`src/rtl/csa_div_pkg.sv`:
```
// Shared types and helpers for the borrow-select restoring divider.
// Latency: n/a (declarations only).
// Backpressure: n/a (declarations only).
//
// Contents: FSM state encoding, the borrow-select column width and the
// iteration-counter width helper.
package csa_div_pkg;

  typedef enum logic [1:0] {
    IDLE = 2'd0,
    CALC = 2'd1,
    DONE = 2'd2
  } div_state_t;

  // One borrow-select column per nibble.
  localparam int COL_W = 4;

  // Width of a counter that indexes WIDTH iterations (never below 1 bit).
  function automatic int cnt_w(input int width);
    return (width > 1) ? $clog2(width) : 1;
  endfunction

endpackage

```
`src/rtl/csa_divider_bsu_col.sv`:
```
// Borrow-select subtract column: diff = a - b - bin over COL_W bits.
// Latency: combinational.
// Backpressure: none.
//
// Ports: a, b (COL_W-bit operands), bin (borrow in), diff (COL_W-bit result),
// bout (borrow out). Both borrow-in cases are computed up front so the column
// only adds a mux delay once the incoming borrow settles.
module bsu_col
  import csa_div_pkg::*;
(
  input  logic [COL_W-1:0] a,
  input  logic [COL_W-1:0] b,
  input  logic             bin,
  output logic [COL_W-1:0] diff,
  output logic             bout
);

  // Extra top bit of each difference is the borrow out of that case.
  logic [COL_W:0] d_b0;
  logic [COL_W:0] d_b1;

  assign d_b0 = {1'b0, a} - {1'b0, b};
  assign d_b1 = {1'b0, a} - {1'b0, b} - {{COL_W{1'b0}}, 1'b1};

  assign diff = bin ? d_b1[COL_W-1:0] : d_b0[COL_W-1:0];
  assign bout = bin ? d_b1[COL_W]     : d_b0[COL_W];

endmodule

```
`src/rtl/csa_divider.sv`:
```
// Iterative restoring divider, one quotient bit per clock, borrow-select trial subtract.
// Latency: done WIDTH cycles after the accepting edge; divide-by-zero returns off that edge.
// Backpressure: start is only sampled in IDLE/DONE; start during CALC is dropped.
//
// Ports: Clk, Reset (async, active-high), start, dividend, divisor -> busy,
// done (1-cycle pulse), quotient, remainder, div_by_zero. WIDTH must be a
// multiple of 4. Optional macro CSA_DIVIDER_SIGNED_DIV_EN adds input signed_op
// for two's-complement division (truncates toward zero, remainder takes the
// dividend's sign).
module csa_divider
  import csa_div_pkg::*;
#(
  parameter int WIDTH = 16
) (
  input  logic             Clk,
  input  logic             Reset,
  input  logic             start,
  input  logic [WIDTH-1:0] dividend,
  input  logic [WIDTH-1:0] divisor,
`ifdef CSA_DIVIDER_SIGNED_DIV_EN
  input  logic             signed_op,
`endif
  output logic             busy,
  output logic             done,
  output logic [WIDTH-1:0] quotient,
  output logic [WIDTH-1:0] remainder,
  output logic             div_by_zero
);

  localparam logic [1:0] ST_IDLE = IDLE;
  localparam logic [1:0] ST_CALC = CALC;
  localparam logic [1:0] ST_DONE = DONE;

  localparam int NCOL = WIDTH / COL_W;
  localparam int CW   = cnt_w(WIDTH);
  localparam logic [CW-1:0] LAST = CW'(WIDTH - 1);

  logic [1:0]       state;
  logic [CW-1:0]    count;
  logic [WIDTH-1:0] q_reg;
  logic [WIDTH:0]   r_reg;
  logic [WIDTH-1:0] d_reg;

  assign busy = (state == ST_CALC);
  assign done = (state == ST_DONE);

  // ---------------- trial subtraction ----------------
  // {R,Q} shifted left: low WIDTH bits go through the columns, R[WIDTH-1]
  // becomes bit WIDTH, R[WIDTH] (always 0 while R < D) sits above it.
  logic [WIDTH-1:0] sh_lo;
  logic [WIDTH:0]   sh_full;
  logic [WIDTH-1:0] trial_lo;
  logic [WIDTH:0]   trial;
  logic [NCOL:0]    bchain;
  logic             borrow;

  assign sh_lo   = {r_reg[WIDTH-2:0], q_reg[WIDTH-1]};
  assign sh_full = {r_reg[WIDTH-1:0], q_reg[WIDTH-1]};
  assign bchain[0] = 1'b0;

  for (genvar g = 0; g < NCOL; g++) begin : g_col
    bsu_col u_col (
      .a    (sh_lo[g*COL_W +: COL_W]),
      .b    (d_reg[g*COL_W +: COL_W]),
      .bin  (bchain[g]),
      .diff (trial_lo[g*COL_W +: COL_W]),
      .bout (bchain[g+1])
    );
  end

  // Top borrow bit: the divisor has zeros here, so only the chain borrow ripples up.
  assign trial  = {r_reg[WIDTH-1] ^ bchain[NCOL], trial_lo};
  assign borrow = ~r_reg[WIDTH] & ~r_reg[WIDTH-1] & bchain[NCOL];

  logic [WIDTH-1:0] q_next;
  logic [WIDTH:0]   r_next;

  assign q_next = {q_reg[WIDTH-2:0], ~borrow};
  assign r_next = borrow ? sh_full : trial;

  // ---------------- operand conditioning / result fix-up ----------------
  logic [WIDTH-1:0] dvd_mag;
  logic [WIDTH-1:0] dvs_mag;
  logic [WIDTH-1:0] q_fix;
  logic [WIDTH-1:0] r_fix;
  logic             accept;

  assign accept = start & (state != ST_CALC);

`ifdef CSA_DIVIDER_SIGNED_DIV_EN
  logic neg_q, neg_r;
  logic dvd_neg, dvs_neg;

  assign dvd_neg = signed_op & dividend[WIDTH-1];
  assign dvs_neg = signed_op & divisor[WIDTH-1];
  assign dvd_mag = dvd_neg ? -dividend : dividend;
  assign dvs_mag = dvs_neg ? -divisor  : divisor;

  always_ff @(posedge Clk or posedge Reset) begin
    if (Reset) begin
      neg_q <= 1'b0;
      neg_r <= 1'b0;
    end else if (accept && divisor != '0) begin
      neg_q <= dvd_neg ^ dvs_neg;
      neg_r <= dvd_neg;
    end
  end

  // MIN / -1 needs no special case: |MIN| = MIN and negating it gives MIN back.
  assign q_fix = neg_q ? -q_next : q_next;
  assign r_fix = neg_r ? -r_next[WIDTH-1:0] : r_next[WIDTH-1:0];
`else
  assign dvd_mag = dividend;
  assign dvs_mag = divisor;
  assign q_fix   = q_next;
  assign r_fix   = r_next[WIDTH-1:0];
`endif

  // ---------------- control ----------------
  always_ff @(posedge Clk or posedge Reset) begin
    if (Reset) begin
      state       <= ST_IDLE;
      count       <= '0;
      q_reg       <= '0;
      r_reg       <= '0;
      d_reg       <= '0;
      quotient    <= '0;
      remainder   <= '0;
      div_by_zero <= 1'b0;
    end else begin
      case (state)
        ST_IDLE, ST_DONE: begin
          if (accept) begin
            if (divisor == '0) begin
              // Result is known immediately; skip the iteration phase.
              state       <= ST_DONE;
              quotient    <= '1;
              remainder   <= dividend;
              div_by_zero <= 1'b1;
            end else begin
              state <= ST_CALC;
              q_reg <= dvd_mag;
              r_reg <= '0;
              d_reg <= dvs_mag;
              count <= '0;
            end
          end else begin
            state <= ST_IDLE;
          end
        end
        ST_CALC: begin
          q_reg <= q_next;
          r_reg <= r_next;
          count <= count + 1'b1;
          if (count == LAST) begin
            state       <= ST_DONE;
            quotient    <= q_fix;
            remainder   <= r_fix;
            div_by_zero <= 1'b0;
          end
        end
        default: state <= ST_IDLE;
      endcase
    end
  end

endmodule

```
`config.mk`:
```
export PLATFORM = sky130hd
export DESIGN_NAME = csa_divider
export DESIGN_NICKNAME = d
export VERILOG_FILES = /design/src/rtl/csa_div_pkg.sv /design/src/rtl/csa_divider_bsu_col.sv /design/src/rtl/csa_divider.sv
export SDC_FILE = /design/constraint.sdc
export NUM_CORES = 1
export LEC_CHECK = 0
export CORE_ASPECT_RATIO = 0.6
export CORE_MARGIN = 2
export CORE_UTILIZATION = 54
export CTS_BUF_LIST = sky130_fd_sc_hd__clkbuf_16
export DETAILED_ROUTE_END_ITERATION = 16
export DONT_BUFFER_PORTS = 1
export GPL_TIMING_DRIVEN = 0
export PLACE_DENSITY = 0.7
export SLEW_MARGIN = 20
export SYNTH_ARGS = -nofsm -noshare
export SYNTH_HDL_FRONTEND = slang
export SYNTH_SLANG_ARGS = --single-unit
```
`constraint.sdc`:
```
create_clock -name Clk -period 9.4 [get_ports Clk]
set_input_delay 1.88 -clock Clk [delete_from_list [all_inputs] [get_ports Clk]]
set_output_delay 1.88 -clock Clk [all_outputs]
set_load 0.02 [all_outputs]
```
* Word level (Yosys, flattened, before mapping)
Index checks and enable logic that the tools add are counted.
Word-level totals: flip-flop bits (word level) 88, output and inout port bits 35, word-level logic and storage cells 71
Cells by class: add/subtract/negate cells 8, eq/ne operators 8, mux-type cells 32, bitwise operators 8, reductions and logical operators 7
Operator list (count):
- 16-bit 2-to-1 mux | 8
- 16-bit one-hot mux with 2 select lines | 3
- 17-bit 2-to-1 mux | 3
- 17-bit one-hot mux with 2 select lines | 1
- 4-bit 2-to-1 mux | 5
- 4-bit by 4-bit subtractor with 5-bit output | 4
- 16-bit logical NOT | 1
- 5-bit by 1-bit subtractor with 5-bit output, second input constant | 3
- 4-bit one-hot mux with 2 select lines | 1
- 1-bit 2-to-1 mux | 6
- 2-bit 2-to-1 mux | 3
- 2-bit != test, second input constant | 3
- 3-bit AND reduction | 2
- 4-bit by 1-bit adder with 4-bit output, second input constant | 1
- 4-bit == test, second input constant | 1
- 2-bit by 1-bit != test with 1-bit output, second input constant | 2
- 1-bit inverter | 4
- 2-bit one-hot mux with 2 select lines | 1
- 4-bit AND reduction | 1
- 1-bit AND | 3
- 2-bit by 1-bit == test with 1-bit output, second input constant | 1
- 2-bit == test, second input constant | 1
- 2-bit logical NOT | 1
- 1-bit one-hot mux with 2 select lines | 1
- other kinds (3) | 3

* Longest topological paths before layout
Gate-level depths: netlist of run 1.
depth in word-level cells 9, gate-level depth with buffers 14, depth with buffers taken out 13

* By module
A second synthesis of run 1 with hierarchy kept.
Second synthesis, totals: cell total of the unflattened synthesis 448, area, all modules 5011.1 um2
By module, submodules not included:
- csa_divider | instances 1, cells an instance 316, area each 3957.5 um2
- bsu_col at g_col[1].u_col ... | instances 2, cells an instance 33, area each 271.5 um2
- bsu_col at g_col[0].u_col ... | instances 2, cells an instance 33, area each 255.2 um2

* Least setup slack after synthesis of run 1
No wires, ideal clock.
path kind input to register, from input divisor[13], to register r_reg[12], arrival time 3309 ps, required time 9318 ps, slack 6010 ps, cell stages on the path 8, path buffers 3, cells stage by stage nor4_1 -> nand4_1 -> nor2b_1 -> or2_2 -> clkbuf_1 -> clkbuf_1 -> clkbuf_1 -> a31oi_1
On the way: word-level cells in the longest chain between the ends 3
Ends and longest elaborated chain:
- from (decl) | RTL line csa_divider.sv:19 | input logic [WIDTH-1:0] divisor,
- 16-bit logical NOT | RTL line csa_divider.sv:134 | if (divisor == '0) begin
- 2-bit != test (no line)
- 3-bit AND reduction (no line)
- to (signal assigned) | RTL line csa_divider.sv:153 | r_reg <= r_next;
- to (decl) | RTL line csa_divider.sv:41 | logic [WIDTH:0] r_reg;
No other way between the ends. A chain may end at the register's enable or synchronous reset.

* Final worst setup path of run 1
from register state[1], to output busy
On the way: word-level cells in the longest chain between the ends 1
Ends and longest elaborated chain:
- from (decl) | RTL line csa_divider.sv:38 | logic [1:0] state;
- from (signal assigned) | RTL line csa_divider.sv:122 | state <= ST_IDLE;
- from (signal assigned) | RTL line csa_divider.sv:136 | state <= ST_DONE;
- from (signal assigned) | RTL line csa_divider.sv:141 | state <= ST_CALC;
- 2-bit by 1-bit == test with 1-bit output | RTL line csa_divider.sv:44 | assign busy = (state == ST_CALC);
- to (decl) | RTL line csa_divider.sv:23 | output logic busy,
No other way between the ends.

==> results of run 1 <==
-- Yosys cell counts (2+ instances only) --
library cell	n	area share
dfrtp_1	88	0.47
nand2_1	57	0.046
o21ai_0	38	0.040
nor2_1	33	0.026
inv_1	25	0.020
clkbuf_1	23	0.018
o22a_1	22	0.041
ha_1	20	0.053
mux2i_1	18	0.038
a31oi_1	14	0.019
a21oi_1	13	0.014
xnor2_1	10	0.019
nand3_1	9	0.0096
xor2_1	7	0.013
mux2_2	6	0.014
a21o_1	5	0.0080
a41oi_2	5	0.017
nand2b_1	5	0.0067
a32oi_1	4	0.0075
fa_1	4	0.017
nand2_2	4	0.0053
nand4_1	4	0.0053
nor4_1	4	0.0053
or2_2	4	0.0053
a32o_1	3	0.0064
nor2b_1	3	0.0040
nor3_1	3	0.0032
a41oi_1	2	0.0037
and2_2	2	0.0032
and4_4	2	0.0048
o211ai_1	2	0.0032
-- through the flow --
step / util / worst slack [ps] / std cells
global placement: 0.570 / 4310 / 575
detailed placement: 0.573 / 5370 / 576
CTS: 0.607 / 5340 / 592
finish: 0.607 / 5320 / 592
global route: 0.607 / 5210 / 592
floorplan: - / 5240 / 463
-- routing by layer --
metal	up-vias	GRT usage	routed length, um	share of wire
met5	-	0	0	0
met4	0	0.0584	140	0.012
met3	15	0.0920	1120	0.097
met2	152	0.370	4840	0.42
met1	1822	0.371	5410	0.47
li1	1662	-	-	-
-- how the worst max path moves through the flow --
| stage | slack (ps) | to | cells past startpoint |
|---|---|---|---|
| after detailed placement | 5370 | r_reg[3] | 8 |
| after global routing | 5210 | busy | 5 |
| after global placement | 4310 | r_reg[14] | 1 |
| final | 5320 | busy | 5 |
| after CTS | 5340 | busy | 5 |
| after floorplan | 5240 | count[0] | 1 |
-- cell families after synthesis --
kind of cell / count (synthesis) / share of synthesized area
simple gates: 138 / 0.140
mux: 24 / 0.0527
buf+inv: 52 / 0.0448
xor+xnor: 18 / 0.0376
compound gates: 119 / 0.185
fa+ha+maj: 24 / 0.0703
flops: 88 / 0.469
-- cell type report --
class                   count  area (sq um)  area share
multi-input cells         323          2280       0.443
flip-flops and latches     88          2200       0.427
clock buffers               9           225      0.0437
well taps                 112           140      0.0272
plain buffers              27           116      0.0226
inverters                  25          96.3      0.0187
clock inverters             7          62.6      0.0121
repair buffers              1          27.5     0.00534
-- critical path, stage by stage, from the launching register on --
cell and delay, ps:
dfrtp_1 370, nand2b_1 140, clkbuf_1 210, inv_1 150, clkbuf_1 380, clkbuf_1 620
==> run_results.csv, run 1 <==
group,metric,value,unit
run_status,status,"finished, final reports clean",
synthesis,ys_seq_area_frac,0.469,
timing,fmax,245,MHz
global_route,grt_pass1_vias,3693,
critical_path,worstPathArrival,2200,ps
critical_path,critPathKind,"reg -> out",
clock_tree,cts_tree,"done",
synthesis,synthFlopType,"dfrtp_1",
synthesis,synthArstFlopShare,1.00,
finish,layout.nets,534,
global_route,grt_pass1_wl,19.1,mm
min_path,hold_end,"count[3]",
finish,final_area,0.00515,sq mm
finish,final_common_cell,"dfrtp_1",
clock_tree,cts-htree-levels,3,
clock_tree,cts_root_buffer,"clkbuf_16",
placed_design,place_area,0.00487,sq mm
min_path,hold_depth,1,
detailed_routing,drc_errors,0,
timing,max_slew_margin,0.368,
critical_path,reg2reg_depth,13,
global_route,grt.total_usage,0.256,
finish,antenna_cells,0,
timing,post-route-period-util,0.434,
floorplan,core,0.00849,sq mm
critical_path,r2r-end,"r_reg[3]",
timing,slew_viol_final,0,
timing,fin_setup_tns,0,ps
finish,fillers,718,
detailed_routing,vias_per_cell,6.17,
floorplan,fp.dieH,76.2,um
timing,worstMarginPinSlew,940,ps
detailed_routing,drt_iter0_markers,286,
global_route,grt_start_max_net_pins,56,
detailed_routing,avgRoutedWirePerCell,19.5,um
placed_design,place_congestion,0.883,
finish,final_cell_mix,"88 x dfrtp_1, 57 x nand2_1, 38 x o21ai_0, 33 x nor2_1, 25 x inv_1",
finish,drive_gt1_frac,0.106,
floorplan,rows,26,
clock_tree,clkTransAtPathRegs,60,ps
timing,fin_skew,6.89,ps
critical_path,crit_path_start_kind,"flip-flop",
flow_run,max_cap_viol_count,0,
critical_path,path_max_fanout,10,
synthesis,avgSynthCellArea,10.1,sq um
synthesis,synth.net_count,522,
clock_tree,insertion_delay,340,ps
detailed_routing,routed_wl,11.5,mm
critical_path,worstReg2RegStart,"r_reg[3]",
critical_path,startpoint,"state[1]",
finish,synthToLayoutAreaGrowth,9.75,%
detailed_routing,dr.pass1.iters,5,
clock_tree,cts_resized,0,
floorplan,die_w,124,um
synthesis,synth_edf_count,0,
floorplan,io_pins,70,
clock_tree,hold_buffers,0,
detailed_routing,vias,3651,
critical_path,rrSetupSlack,5910,ps
synthesis,ys_warn_count,0,
synthesis,synthCells,463,
timing,rsz0062_at_grt,"no",
synthesis,synth.ff_latch_count,88,
timing,min_period,4080,ps
min_path,hold_path_class,"reg -> reg",
timing,setup_viol,0,
floorplan,die-area,0.00948,sq mm
synthesis,ys_types,55,
critical_path,worstPathRequired,7520,ps
timing,hold_violations,0,
floorplan,start_util,0.553,
detailed_routing,drtAntennaViolNets,0,
critical_path,endpoint_kind,"primary output",
finish,largest_reg_flops,17,
global_route,antenna_found_initial,0,
clock_tree,postCtsSetupBuffers,0,
min_path,hold_path.startpoint,"count[3]",
placed_design,hpwl,8.83,mm
timing,whs,493,ps
placed_design,port_buffers,0,
clock_tree,clk_path_buf_depth,2,
clock_tree,cts_sinks,88,
synthesis,netlist_area,0.00470,sq mm
global_route,globalRouteOverflowTotal,0,
clock_tree,cts_buffers,9,
Power of run 1 is not shown: default switching activity piles up to over one toggle a cycle in this logic, so the estimate is an artifact.
==> run 2: changes to the inputs <==
Settings changed: PLACE_DENSITY 0.7 to 0.73.
Clock period 9.4 ns to 3.4 ns, I/O delays scaled along.
==> run 2 against run 1 <==
Via count grew 2.7%. Global-route usage grew 1.1 points. Sequential cell count is the same. Design area grew 3.0%. Final cell count grew 2.2%. Sequential share of layout area shrank 1.2 points. Hold slack lost 200 ps. Non-clock buffer count grew 13. Critical path depth grew 7. Die area is the same. Largest cell class unchanged.
==> run_results.csv, run 2 (synthesis gave the netlist of run 1 again) <==
group,metric,value,unit
flow_run,max_cap_viol_count,0,
finish,synthToLayoutAreaGrowth,13.1,%
floorplan,core,0.00849,sq mm
finish,antenna_cells,0,
floorplan,io_pins,70,
floorplan,rows,26,
critical_path,worstPathArrival,3630,ps
clock_tree,clk_path_buf_depth,2,
critical_path,crit_chain,"ha_2 > fa_1 > ha_2 > and4_4 > nand2_2 > o221ai_4 > and4_4 > nor3_2 > nor3b_4 > buf_4 > a32oi_1 > a31oi_1",
timing,min_period,3360,ps
timing,max_slew_margin,0.269,
floorplan,fp.dieH,76.2,um
clock_tree,cts_sinks,88,
critical_path,cp_slowest_cell,"fa_1",
detailed_routing,avgRoutedWirePerCell,20.5,um
timing,rsz0062_at_grt,"yes",
finish,layout.nets,547,
detailed_routing,wl_met3,1.19,mm
clock_tree,cts_root_buffer,"clkbuf_16",
placed_design,dp.cells,576,
clock_tree,insertion_delay,350,ps
detailed_routing,drc_errors,0,
finish,final_cell_mix,"88 x dfrtp_1, 57 x nand2_1, 37 x o21ai_0, 33 x nor2_1, 24 x inv_1",
clock_tree,clkTransAtPathRegs,70,ps
detailed_routing,dr_wl_met2,5.46,mm
placed_design,place_congestion,0.913,
timing,slew_viol_final,0,
clock_tree,cts_buffers,9,
finish,drive_gt1_frac,0.148,
min_path,hold_path_class,"in -> async",
timing,fmax,297,MHz
critical_path,critical-path-top-delay-family,"simple AND/OR/NAND/NOR gates",
critical_path,cp_num_buf_inv,1,
critical_path,worstPathRequired,3670,ps
global_route,grt_start_max_net_pins,50,
run_status,status,"finished, final reports clean",
global_route,globalRouteOverflowTotal,0,
placed_design,hpwl,9.01,mm
floorplan,die-area,0.00948,sq mm
finish,fin_cells,605,
timing,post-route-period-util,0.989,
detailed_routing,vias_per_cell,6.20,
detailed_routing,vias,3750,
global_route,grt.total_usage,0.267,
floorplan,start_util,0.553,
timing,setup_viol,0,
timing,hold_violations,0,
critical_path,path_max_fanout,7,
finish,final_common_cell,"dfrtp_1",
finish,final_core_util,0.625,
global_route,antenna_found_initial,0,
critical_path,endpoint_kind,"flip-flop",
clock_tree,cts_tree,"done",
detailed_routing,routed_wl,12.4,mm
detailed_routing,drtAntennaViolNets,0,
global_route,grt_pass1_wl,19.9,mm
floorplan,die_w,124,um
critical_path,slowest_delay,570,ps
detailed_routing,dr.pass1.iters,5,
detailed_routing,drt_iter0_markers,326,
critical_path,crit_path_start_kind,"flip-flop",
timing,worstMarginPinSlew,1090,ps
detailed_routing,highest_layer,"met4",
finish,largest_reg_flops,17,
timing,fin_skew,7.85,ps
clock_tree,cts-htree-levels,3,
detailed_routing,wl_met1,5.60,mm
global_route,grt_pass1_vias,3779,
placed_design,port_buffers,0,
critical_path,critPathKind,"reg -> reg",
run 2: cell types whose count changed in the layout (fill, tap and decap cells not counted), moves of 2 or more:
cell and delta:
xor2_2 +2, a32oi_2 +2, buf_6 +3, buf_4 +9
xor2_1 -2, a32oi_1 -2, ha_2 +2, ha_1 -2
run 2: layer usage:
metal | vias to the layer above | global-route usage
met4 | 0 | 0.0618
met1 | 1874 | 0.391
met5 | - | 0
li1 | 1691 | -
met3 | 18 | 0.0822
met2 | 167 | 0.391
run 2: path summary, 6_finish.rpt:
check / from / endpoint / slack (ps) / cells after the start
max in group asynchronous: Reset / r_reg[14] / 2460 / 2
min: Reset / q_reg[4] / 300 / 1
min reg2reg: d_reg[12] / d_reg[12] / 520 / 1
max reg2reg: d_reg[4] / remainder[5] / 40 / 12
max: d_reg[4] / remainder[5] / 40 / 12
min in group Clk: divisor[1] / d_reg[1] / 460 / 2
run 2: through the flow:
stage,hold WS [ps],instance area (sq um),setup slack (ps),TNS (ps)
after floorplan,450,4700,441,0
after global placement,481,4840,-461,-39910
after detailed placement,493,4860,-80.2,-547
after CTS,321,5180,2.04,0
after global routing,343,5310,-87.5,-1130
final,296,5310,37.4,0
run 2: area by class of cell:
cell class / count / area, sq um
plain buffers: 27 / 120
clock buffers: 9 / 225
clock inverters: 7 / 70.1
fillers: 688 / 3180
inverters: 25 / 96.3
multi-input cells: 323 / 2330
flip-flops and latches: 88 / 2200
well taps: 112 / 140
repair buffers: 14 / 125
run 2: what timing repair did:
item / 4_1_cts / 5_1_grt
pin swaps: 2 / 7
hold buffers: 0 / 0
gates resized for setup: 2 / 13
setup buffers: 2 / 9
cloned: 0 / 2
endpoints found under the setup margin: 23 / 34
Power of run 2 is left out for the same reason.
